`src/rtl/bitwise_logic_unit.sv`:
```
// Registered WIDTH-bit bitwise logic unit with an OR-accumulate reduction mode.
// One output register stage, valid/ready on both sides, result flags registered with data.
module bitwise_logic_unit #(
  parameter int WIDTH = 8
) (
  input  logic             clk,
  input  logic             rst,
  input  logic             in_valid,
  output logic             in_ready,
  input  logic [WIDTH-1:0] in_a,
  input  logic [WIDTH-1:0] in_b,
  input  logic [2:0]       in_op,
  input  logic             in_last,
  output logic             out_valid,
  input  logic             out_ready,
  output logic [WIDTH-1:0] out_data,
  output logic             out_zero,
  output logic             out_ones,
  output logic             out_parity,
  output logic             acc_active
);

  localparam logic [2:0] OP_ACC = 3'd7;

  logic [WIDTH-1:0] data_q, data_d;
  logic [WIDTH-1:0] acc_q, acc_d;
  logic             valid_q, valid_d;
  logic             zero_q, zero_d;
  logic             ones_q, ones_d;
  logic             par_q, par_d;
  logic             act_q, act_d;

  logic [WIDTH-1:0] result;
  logic             accept;
  logic             produce;
  logic             is_acc;

  assign in_ready = !valid_q || out_ready;
  assign accept   = in_valid && in_ready;
  assign is_acc   = (in_op == OP_ACC);
  // Non-final accumulate beats update acc only; everything else loads the output stage.
  assign produce  = accept && (!is_acc || in_last);

  always_comb begin
    result = '0;
    case (in_op)
      3'd0:    result = in_a & in_b;
      3'd1:    result = in_a | in_b;
      3'd2:    result = in_a ^ in_b;
      3'd3:    result = ~(in_a | in_b);
      3'd4:    result = ~(in_a & in_b);
      3'd5:    result = ~(in_a ^ in_b);
      3'd6:    result = ~in_a;
      default: result = acc_q | in_a | in_b;
    endcase
  end

  always_comb begin
    data_d  = data_q;
    zero_d  = zero_q;
    ones_d  = ones_q;
    par_d   = par_q;
    valid_d = valid_q;
    acc_d   = acc_q;
    act_d   = act_q;

    if (valid_q && out_ready) begin
      valid_d = 1'b0;
    end

    if (produce) begin
      data_d  = result;
      zero_d  = (result == '0);
      ones_d  = &result;
      par_d   = ^result;
      valid_d = 1'b1;
    end

    if (accept && is_acc) begin
      if (in_last) begin
        acc_d = '0;
        act_d = 1'b0;
      end else begin
        acc_d = result;
        act_d = 1'b1;
      end
    end
  end

  always_ff @(posedge clk or posedge rst) begin
    if (rst) begin
      data_q  <= '0;
      zero_q  <= 1'b0;
      ones_q  <= 1'b0;
      par_q   <= 1'b0;
      valid_q <= 1'b0;
      acc_q   <= '0;
      act_q   <= 1'b0;
    end else begin
      data_q  <= data_d;
      zero_q  <= zero_d;
      ones_q  <= ones_d;
      par_q   <= par_d;
      valid_q <= valid_d;
      acc_q   <= acc_d;
      act_q   <= act_d;
    end
  end

  assign out_valid  = valid_q;
  assign out_data   = data_q;
  assign out_zero   = zero_q;
  assign out_ones   = ones_q;
  assign out_parity = par_q;
  assign acc_active = act_q;

endmodule
```
`config.mk`:
```
export PLATFORM = sky130hd
export DESIGN_NAME = bitwise_logic_unit
export DESIGN_NICKNAME = d
export VERILOG_FILES = /design/src/rtl/bitwise_logic_unit.sv
export SDC_FILE = /design/constraint.sdc
export NUM_CORES = 1
export LEC_CHECK = 0
export CAP_MARGIN = 15
export CORE_MARGIN = 3
export CORE_UTILIZATION = 45
export CTS_CLUSTER_SIZE = 10
export DETAILED_ROUTE_END_ITERATION = 7
export PLACE_DENSITY = 0.71
export SYNTH_ARGS = -nofsm -noshare
export SYNTH_HDL_FRONTEND = slang
export SYNTH_SLANG_ARGS = --single-unit
```
`constraint.sdc`:
```
create_clock -name clk -period 2.44 [get_ports clk]
set_input_delay 0.244 -clock clk [delete_from_list [all_inputs] [get_ports clk]]
set_output_delay 0.244 -clock clk [all_outputs]
set_load 0.02 [all_outputs]
```
* After elaboration in Yosys (flattened, before gate mapping)
Index checks and enable logic that the tools add are counted.
** Word-level totals
- Flip-flop bits (word level) :: 21
- Output and inout port bits :: 14
- Input port bits :: 24
- Word-level logic and storage cells :: 41
** Cells by class
- Bitwise gates (word level) :: 9
- Multiplexer cells :: 5
- Equal/unequal tests :: 7
- Reductions and logical operators :: 13
** Operators by type and width (number)
- $pmux 8 s7 :: 1
- $not 8->8 :: 4
- $or 8x8->8 :: 3
- $eq 3x3->1 const B :: 4
- $and 8x8->8 :: 1
- $logic_not 8->1 :: 1
- $mux 8 :: 1
- $reduce_and 8->1 :: 1
- $reduce_xor 8->1 :: 1
- $xor 8x8->8 :: 1
- $eq 3x2->1 const B :: 2
- $logic_and 1x1->1 :: 4
- $eq 3x1->1 const B :: 1
- $logic_not 3->1 :: 1
- $mux 1 :: 3
- $logic_not 1->1 :: 2
- $logic_or 1x1->1 :: 2
- $reduce_bool 2->1 :: 1

* Logic depth before layout (Yosys ltp)
Gate-level depths: netlist (run 1).
- Depth in word-level cells :: 5
- Depth in mapped cells :: 11
- Gate-level depth less buffers :: 10

* Worst setup path before layout (run 1)
Ideal clock, no wire load.
- Path kind :: input -> register
- Start point :: in in_a[7]
- End point :: reg par_q (netlist: out_parity)
- Stages :: 10
- Arrival time :: 1.928 ns
- Setup time :: 0.127 ns
- Slack :: 0.385 ns
- Path through :: inv_1 > ha_1 > nor3b_1 > a221o_1 > a211oi_2 > or2_1 > ha_1 > xnor2_1 > xnor2_1 > o21ai_0
** On the way
- Longest elaborated chain between the ends :: 4
- Elaborated cells on any way between the ends :: 11
- Classes of those cells :: mux: 1; bitwise: 9; reduce/logical: 1
** RTL lines
- from (decl) :: RTL line 10 : input logic [WIDTH-1:0] in_a,
- $or 8x8->8, or another cell as far along (2 in a row) :: RTL line 54 : default: result = acc_q | in_a | in_b;
- $pmux 8 s7 * :: RTL line 46 : case (in_op)
- $reduce_xor 8->1 * :: RTL line 75 : par_d = ^result;
- to (signal assigned) :: RTL line 103 : par_q <= par_d;
- to (decl) :: RTL line 30 : logic par_q, par_d;
Mark *: on every way between the ends. The rest lies on a longest branch, timed or not.
A chain may end at the register's enable or synchronous reset.

* Worst setup path in the final report (run 1)
- Start point :: in in_a[1]
- End point :: reg par_q (netlist: out_parity)
** On the way
- Longest elaborated chain between the ends :: 4
- Elaborated cells on any way between the ends :: 11
- Classes of those cells :: mux: 1; bitwise: 9; reduce/logical: 1
** RTL lines
- $or 8x8->8, or another cell as far along (2 in a row) :: RTL line 54
- $pmux 8 s7 * :: RTL line 46
- net result[1] :: RTL line 33 : logic [WIDTH-1:0] result;
- $reduce_xor 8->1 * :: RTL line 75
The timed path passes the listed nets; every way through them passes the cells marked *.

==> flow_metrics.tcl, run 1 <==
set metrics [dict create \
    syn_area_per_cell_um2 8.880 \
    start_util 0.4843 \
    fillCellCount 330 \
    place_ws_ns -0.2498 \
    cts_buffer_depth 2 \
    ir_worst_vdd_mv 0.3672 \
    yosys.area_share.adder 0.1496 \
    synth_top_family_by_area "simple AND/OR/NAND/NOR gates" \
    fin_cells 344 \
    area_delta_synth_final_pct 37.72 \
    setup_viol 0 \
    num_vias 1847 \
    cts_inserted_buffers 3 \
    clock_sinks 21 \
    ant_nets 0 \
    clk_latency_ns 0.26 \
    crit_cells 11 \
    power_density_mw_per_mm2 473.1 \
    cp_cell_sequence "clkdlybuf4s50_1, inv_1, ha_1, mux2i_1, o221ai_1, a21oi_1, nor2_1, ha_1, xnor2_2, xnor2_1, o21ai_1" \
    overflow 0 \
    r2r_slack_ns 0.77 \
    synth-compound-area-share 0.1771 \
    post-route-cell-area_mm2 0.002764 \
    cts_hold_buf 0 \
    most-common-layout-cells "buf_4 (39), inv_1 (34), clkdlybuf4s50_1 (34), ha_1 (23), dfrtp_1 (21)" \
    final_common_cell "buf_4" \
    yosysWarnings 0 \
    fin_nets 343 \
    cts_tree "yes" \
    worstPathArrival_ns 2.47 \
    power_mw 1.308 \
    die_x_um 72.78 \
    layout-drive-gt1-share 0.2449 \
    post-route-drc-count 0 \
    ys_types 40 \
    p_sw_mw 0.4490 \
    hold_slack_ns 0.4544 \
    p_comb_frac 0.462 \
    drv_cap 0 \
    hold_path.class "primary input to asynchronous set/reset pin" \
    wl_um 4807 \
    antenna_found_initial 0 \
    r2r-start "acc_q[7]$_DFFE_PP0P_" \
    io_pins 38 \
    min_period_over_period 0.9484 \
    wire_per_inst_um 13.97 \
    grt_pass1_vias 1731 \
    drt_iter0_markers 84 \
    syn_area_mm2 0.002007 \
    p_int_mw 0.8587 \
    synthMuxAreaShare 0.05985 \
    cp-start-kind "primary input" \
    hpwlAfterDp_um 3524 \
    crit_path_start "in_a[1]" \
    die_height_um 72.78 \
    coreArea_mm2 0.004144 \
    crit_type "primary input to flop" \
    gp_congestion 0.8863 \
    required_ns 2.59 \
    worst_slew_pin_slew_ns 0.8574 \
    power_leakage_nw 1.299 \
    dpl_cell_area_mm2 0.002653 \
    worstSetupEndpointType "flop" \
    setup_tns_ns 0 \
    utilization 0.6670 \
    synthCells 226 \
    synth-xor-area-share 0.01746 \
    reg2reg_depth 6 \
    worst_path_dominant_cell_family "buffers and inverters" \
    layout_min_cycle_time_ns 2.314 \
    fmax_mhz 432.2 \
    antennaDiodeCount 0 \
    ys.flop_type "dfrtp_1" \
    fin_ws_ns 0.1260 \
    cts-root-buf "clkbuf_8" \
    pwr-share-clk 0.181 \
    ys_ff_latch 21 \
    cpMaxStageDelayCell "clkdlybuf4s50_1" \
    critPathBufInv 2 \
    cpPeakStageDelay_ns 0.57 \
    place_inst 340 \
    swShare 0.3434 \
    post-cts-setup-buffers 0 \
    seq_area_um2 525.5 \
    cp_max_fo 5 \
    status "completed" \
    port_buffers 37 \
    grt_usage 0.1858 \
    async_flop_share 1.000 \
    seqPwrFrac 0.357 \
    grt_max_degree 37 \
    slew_violations 0 \
    fp-row-count 23 \
    synth-simple-area-share 0.2107 \
    cpMostUsedCell "ha_1" \
    first_pass_iters 5 \
    htree_levels 1 \
    grt_pass1_wl_um 7886 \
    seq_area_frac_synth 0.2618 \
    finClkSkew_ns 0.001927 \
    synth_nets 274 \
    finalHoldViolCount 0 \
    die_area_mm2 0.005297 \
    clkSlewWorstSetupHoldPaths_ns 0.08 \
    via_per_inst 5.369 \
    multiInputGateArea_mm2 0.001292 \
    slew_headroom 0.4278 \
    synth-edff-count 0 \
]
==> Yosys cell counts (3+ instances only) <==
cell,instances,share of area
inv_1,34,0.064
ha_1,24,0.15
dfrtp_1,21,0.26
nand2_1,14,0.026
o21ai_0,12,0.030
nand2b_1,10,0.031
a21oi_1,9,0.022
mux2_2,8,0.045
nor2_1,7,0.013
nor4_1,7,0.022
buf_6,6,0.034
buf_4,5,0.019
a221o_1,4,0.020
a31oi_1,4,0.012
nand3b_1,4,0.015
nor3_1,4,0.010
nor4b_1,4,0.017
o31ai_1,4,0.015
or2_1,4,0.012
a211oi_2,3,0.019
a31o_2,3,0.013
buf_2,3,0.0075
mux2i_1,3,0.015
nand3_1,3,0.0075
nor3b_1,3,0.011
o211ai_1,3,0.011
xnor2_1,3,0.013
==> path summary, 6_finish.rpt <==
check / endpoint
min in group clk: acc_q[4]$_DFFE_PP0P_
max in group asynchronous: acc_q[6]$_DFFE_PP0P_
setup reg to reg: out_parity$_DFFE_PP0P_
hold / removal: out_data[4]$_DFFE_PP0P_
setup / recovery: out_parity$_DFFE_PP0P_
hold reg to reg: out_ones$_DFFE_PP0P_
==> state kept, by name, summed over array words and instances, names as in the netlist <==
name,cells
acc_q,8
out_ones,1
out_data,8
acc_active,1
out_zero,1
out_valid,1
out_parity,1
==> repair_timing <==
item	CTS	global route
setup endpoints to repair	0	1
hold endpoints to repair	0	0
resized for setup	0	12
==> kinds of logic after synthesis <==
kind of cell / count (synthesis)
XOR/XNOR: 4
flip-flops: 21
adder cells (fa/ha/maj): 24
buffers and inverters: 48
AND/OR/NAND/NOR: 70
AO/OA/AOI/OAI: 48
multiplexers: 11
==> area by class of cell <==
type	instances	share of cell area
timing repair buffer	78	0.2571
sequential	21	0.1901
multi-input combinational	157	0.4676
clock buffer	4	0.01630
tap	50	0.02263
inverter	34	0.04617
==> per-layer routing <==
layer | share of wire | GRT usage | up-vias | routed length [um]
met5 | 0 | 0 | - | 0
met4 | 0.011 | 0.03074 | 0 | 55
met3 | 0.043 | 0.02893 | 6 | 209
met2 | 0.48 | 0.3196 | 45 | 2292
met1 | 0.47 | 0.2491 | 870 | 2250
li1 | - | - | 926 | -
==> power by group through the flow <==
stage	sequential, mW	combinational (mW)	clock (mW)
2_1_floorplan	0.518	0.274	0
3_3_place_gp	0.469	0.564	0
3_5_place_dp	0.470	0.576	0
4_1_cts	0.463	0.580	0.240
5_1_grt	0.477	0.663	0.254
6_report	0.466	0.604	0.237
Power figures use the tool's default switching activity.
==> inputs of run 2 (changes only) <==
--- a/config.mk
+++ b/config.mk
@@ -6,11 +6,11 @@
 export NUM_CORES = 1
 export LEC_CHECK = 0
 export CAP_MARGIN = 15
-export CORE_MARGIN = 3
 export CORE_UTILIZATION = 45
 export CTS_CLUSTER_SIZE = 10
 export DETAILED_ROUTE_END_ITERATION = 7
 export PLACE_DENSITY = 0.71
+export SETUP_SLACK_MARGIN = 0.15
 export SYNTH_ARGS = -nofsm -noshare
 export SYNTH_HDL_FRONTEND = slang
 export SYNTH_SLANG_ARGS = --single-unit
==> flow_metrics.tcl, run 2 (synthesis gave the netlist of run 1 again) <==
set metrics [dict create \
    antennaDiodeCount 0 \
    grt_pass1_wl_um 7479 \
    hpwlAfterDp_um 3626 \
    clkSlewWorstSetupHoldPaths_ns 0.09 \
    power_leakage_nw 1.384 \
    start_util 0.4843 \
    cts_inserted_buffers 3 \
    port_buffers 37 \
    area_delta_synth_final_pct 43.33 \
    required_ns 2.60 \
    drt_iter0_markers 90 \
    fillCellCount 320 \
    fin_ws_ns 0.2104 \
    cts_tree "yes" \
    ir_worst_vdd_mv 0.3480 \
    fin_cells 351 \
    die_height_um 68.78 \
    setup_viol 0 \
    place_ws_ns -0.2290 \
    final_common_cell "buf_4" \
    min_period_over_period 0.9138 \
    first_pass_iters 4 \
    hold_path.class "primary input to asynchronous set/reset pin" \
    cpPeakStageDelay_ns 0.48 \
    slew_violations 0 \
    finalHoldViolCount 0 \
    post-route-drc-count 0 \
    htree_levels 1 \
    die_x_um 68.78 \
    reg2reg_depth 6 \
    crit_type "primary input to flop" \
    wl_um 5106 \
    grt_max_degree 40 \
    slew_headroom 0.4222 \
    most-common-layout-cells "buf_4 (45), inv_1 (34), clkdlybuf4s50_1 (25), ha_1 (21), dfrtp_1 (21)" \
    gp_congestion 0.8582 \
    finClkSkew_ns 0.003917 \
    layout-drive-gt1-share 0.2791 \
    drv_cap 0 \
    grt_usage 0.2159 \
    worst_slew_pin_slew_ns 0.8658 \
    cp-start-kind "primary input" \
    io_pins 38 \
    ant_nets 0 \
    status "completed" \
    place_inst 342 \
    fp-row-count 23 \
    cp_max_fo 3 \
    clk_latency_ns 0.27 \
    worstPathArrival_ns 2.39 \
    grt_pass1_vias 1694 \
    cts_buffer_depth 2 \
    fin_nets 350 \
    coreArea_mm2 0.004144 \
    cp_cell_sequence "clkdlybuf4s50_1, inv_1, ha_4, mux2_2, o211ai_1, a31oi_2, ha_1, xnor2_2, xnor2_1, o21ai_1" \
    fmax_mhz 448.5 \
    via_per_inst 5.365 \
    overflow 0 \
    cpMaxStageDelayCell "clkdlybuf4s50_1" \
    layout_min_cycle_time_ns 2.230 \
    power_density_mw_per_mm2 469.3 \
    clock_sinks 21 \
    num_vias 1883 \
    antenna_found_initial 0 \
    wire_per_inst_um 14.55 \
    cts_hold_buf 0 \
    rsz0062_at_grt "false" \
    cts-root-buf "clkbuf_8" \
    die_area_mm2 0.004731 \
    worstSetupEndpointType "flop" \
]
[run 2: what timing repair did]
item                                    CTS  global route
gates cloned                              0             1
buffers inserted                          1             3
pin swaps                                10            11
endpoints found under the setup margin    1             2
gates resized for setup                   7            18
[run 2: worst paths after layout]
check                                     start                endpoint  slack [ns]
hold / removal                              rst    out_ones$_DFFE_PP0P_        0.45
setup reg to reg           acc_q[0]$_DFFE_PP0P_  out_parity$_DFFE_PP0P_        0.75
min in group clk                        in_a[5]    acc_q[5]$_DFFE_PP0P_        0.45
setup / recovery                        in_b[0]  out_parity$_DFFE_PP0P_        0.21
hold reg to reg            out_zero$_DFFE_PP0P_    out_zero$_DFFE_PP0P_        0.48
max in group asynchronous                   rst    acc_q[5]$_DFFE_PP0P_        1.46
[run 2: area by class of cell]
| class | instances | area [um^2] | share of cell area |
|---|---|---|---|
| sequential | 21 | 525.5 | 0.1827 |
| clock buffer | 3 | 41.29 | 0.01435 |
| tap | 50 | 62.56 | 0.02175 |
| clock inverter | 1 | 7.507 | 0.002610 |
| multi-input combinational | 157 | 1328 | 0.4615 |
| inverter | 34 | 127.6 | 0.04437 |
| timing repair buffer | 85 | 784.5 | 0.2727 |
[run 2: routing by layer]
layer,part of all wire,track usage
met3,0.036,0.02632
met4,0.011,0.07143
met1,0.45,0.2555
met2,0.50,0.3995
met5,0,0
[run 2: metrics by stage]
stage / power, mW / area, um^2 / hold WS (ns) / setup TNS (ns) / util
5_1_grt: 1.426 / 2877 / 0.4737 / 0 / 0.6941
3_5_place_dp: 1.047 / 2668 / 0.4689 / -0.2813 / 0.6437
2_1_floorplan: 0.7929 / 2007 / 0.2205 / 0 / -
3_3_place_gp: 1.032 / 2668 / 0.4653 / -0.1819 / 0.6437
4_1_cts: 1.312 / 2725 / 0.4878 / 0 / 0.6576
6_report: 1.350 / 2877 / 0.4458 / 0 / 0.6941
[run 2: power breakdown]
part           internal, mW  switching (mW)
logic                 0.335           0.296
clock network         0.116           0.134
registers             0.423          0.0452
total                 0.874           0.476
[run 2: worst max-delay path: cells and delay by family]
family / cells / cell delay [ns]
multiplexers: 1 / 0.27
AO/OA/AOI/OAI: 3 / 0.45
adder cells (fa/ha/maj): 2 / 0.57
buffers and inverters: 2 / 0.55
XOR/XNOR: 2 / 0.32
==> inputs of run 3 (changes only) <==
--- a/config.mk
+++ b/config.mk
@@ -9,6 +9,8 @@
 export CORE_UTILIZATION = 45
 export CTS_CLUSTER_SIZE = 10
 export DETAILED_ROUTE_END_ITERATION = 7
+export GPL_TIMING_DRIVEN = 0
+export HOLD_SLACK_MARGIN = 0.02
 export PLACE_DENSITY = 0.71
 export SETUP_SLACK_MARGIN = 0.15
 export SYNTH_ARGS = -nofsm -noshare
==> flow_metrics.tcl, run 3 (synthesis gave the netlist of run 1 again) <==
set metrics [dict create \
    status "completed" \
    htree_levels 1 \
    coreArea_mm2 0.004144 \
    num_vias 1753 \
    clkSlewWorstSetupHoldPaths_ns 0.09 \
    worstSetupEndpointType "flop" \
    fin_nets 323 \
    p_int_mw 0.8227 \
    grt_pass1_vias 1581 \
    area_delta_synth_final_pct 27.56 \
    slew_violations 0 \
    worst_path_dominant_cell_family "compound AO/OA/AOI/OAI gates" \
    slew_headroom 0.4395 \
    ir_worst_vdd_mv 0.4267 \
    min_path_cells 3 \
    utilization 0.6178 \
    clock_sinks 21 \
    most-common-layout-cells "inv_1 (34), ha_1 (24), dfrtp_1 (21), clkdlybuf4s50_1 (18), nand2_1 (14)" \
    cpPeakStageDelay_ns 0.30 \
    io_pins 38 \
    setup_viol 0 \
    r2r_slack_ns 0.64 \
    cts_hold_buf 0 \
    hpwlAfterDp_um 3372 \
    critPathBufInv 2 \
    power_leakage_nw 1.199 \
    cpMaxStageDelayCell "ha_1" \
    fillCellCount 364 \
    cts_inserted_buffers 3 \
    start_util 0.4843 \
    wire_per_inst_um 14.37 \
    hold_slack_ns 0.3306 \
    swShare 0.3477 \
    required_ns 2.60 \
    antennaDiodeCount 0 \
    fp-row-count 23 \
    cts_buffer_depth 2 \
    worstPathArrival_ns 2.32 \
    dpl_cell_area_mm2 0.002420 \
    cp-start-kind "primary input" \
    pwr-share-clk 0.189 \
    wl_um 4657 \
    fmax_mhz 464.6 \
    whs_endpoint "acc_q[7]$_DFFE_PP0P_" \
    antenna_found_initial 0 \
    finalHoldViolCount 0 \
    die_area_mm2 0.004731 \
    post-route-cell-area_mm2 0.002560 \
    seqPwrFrac 0.368 \
    cp_cell_sequence "clkdlybuf4s15_1, inv_1, ha_1, nor3b_1, a221o_1, a211oi_2, or2_1, ha_1, xnor2_1, xnor2_1, o21ai_1" \
    clk_latency_ns 0.27 \
    power_density_mw_per_mm2 492.7 \
    drv_cap 0 \
    first_pass_iters 4 \
    post-route-drc-count 0 \
    die_x_um 68.78 \
    grt_max_degree 22 \
    layout_min_cycle_time_ns 2.152 \
    crit_cells 11 \
    rsz0062_at_grt "false" \
    min_period_over_period 0.8821 \
    grt_usage 0.2174 \
    hp-start "in_b[7]" \
    reg2reg_to "acc_active$_DFFE_PP0P_" \
    port_buffers 35 \
    reg2reg_depth 5 \
    finClkSkew_ns 0.01180 \
    via_per_inst 5.410 \
    cp_max_fo 5 \
    grt_pass1_wl_um 7569 \
    ant_nets 0 \
    crit_type "primary input to flop" \
    cts_tree "yes" \
    cts-root-buf "clkbuf_8" \
    gp_congestion 0.8678 \
    p_comb_frac 0.443 \
    layout-drive-gt1-share 0.2117 \
    r2r-start "out_valid$_DFFE_PP0P_" \
    overflow 0 \
    hold_path.class "primary input to flop" \
    p_sw_mw 0.4386 \
    drt_iter0_markers 82 \
    worst_slew_pin_slew_ns 0.8398 \
    power_mw 1.261 \
    final_common_cell "inv_1" \
    die_height_um 68.78 \
]
-- run 3: cell count changes in the layout (fill, tap and decap cells not counted), sizes merged --
cell and change:
clkbuf +4, buf -24, dlymetal6s2s -5, dlygate4sd2 +5, clkinvlp -1, clkdlybuf4s50 -7, clkdlybuf4s15 +1
-- run 3: tightest hold or removal path: cells and delay by family --
kind / cells / cell delay, ns
AO/OA/AOI/OAI: 2 / 0.20
buffers and inverters: 1 / 0.11
-- run 3: routing by layer --
metal | routed length, um | vias to the layer above | track usage
met5 | 0 | - | 0
met4 | 32 | 0 | 0.04082
met3 | 191 | 4 | 0.04441
met2 | 2106 | 44 | 0.3505
met1 | 2325 | 815 | 0.3004
li1 | - | 890 | -
-- run 3: timing repair --
action                                  in CTS  in global routing
endpoints found under the setup margin       1                  1
buffers inserted                             7                  1
resized for setup                           23                 13
cloned                                       1                  0
pin swaps                                    9                  3
-- run 3: layout make-up --
type,instances,area (um^2),share of cell area
multi-input combinational,157,1291,0.5044
sequential,21,525.5,0.2053
timing repair buffer,44,387.9,0.1515
inverter,34,127.6,0.04985
buffer,14,120.1,0.04692
tap,50,62.56,0.02444
clock buffer,4,45.04,0.01760
-- run 3: how the worst max path moves through the flow --
stage	startpoint	slack (ns)	end
after floorplan	in_a[7]	0.38	out_parity$_DFFE_PP0P_
after global placement	in_a[4]	-0.36	out_parity$_DFFE_PP0P_
after detailed placement	in_a[4]	-0.40	out_parity$_DFFE_PP0P_
after CTS	in_a[1]	0.16	out_parity$_DFFE_PP0P_
after global routing	in_a[5]	0.18	out_parity$_DFFE_PP0P_
final	in_a[2]	0.29	out_parity$_DFFE_PP0P_
-- run 3: power by group through the flow --
| stage | logic, mW | registers (mW) | clock network [mW] |
|---|---|---|---|
| finish | 0.559 | 0.464 | 0.238 |
| global route | 0.615 | 0.473 | 0.261 |
| CTS | 0.548 | 0.465 | 0.244 |
| detailed placement | 0.522 | 0.470 | 0 |
| global placement | 0.516 | 0.466 | 0 |
| floorplan | 0.274 | 0.518 | 0 |
-- run 3: metrics by stage --
step | setup TNS [ns] | setup slack (ns) | std cells
2_1_floorplan | 0 | 0.3850 | 226
3_3_place_gp | -0.4402 | -0.3646 | 311
3_5_place_dp | -0.5423 | -0.4009 | 311
4_1_cts | 0 | 0.1589 | 323
5_1_grt | 0 | 0.1752 | 324
6_report | 0 | 0.2876 | 324
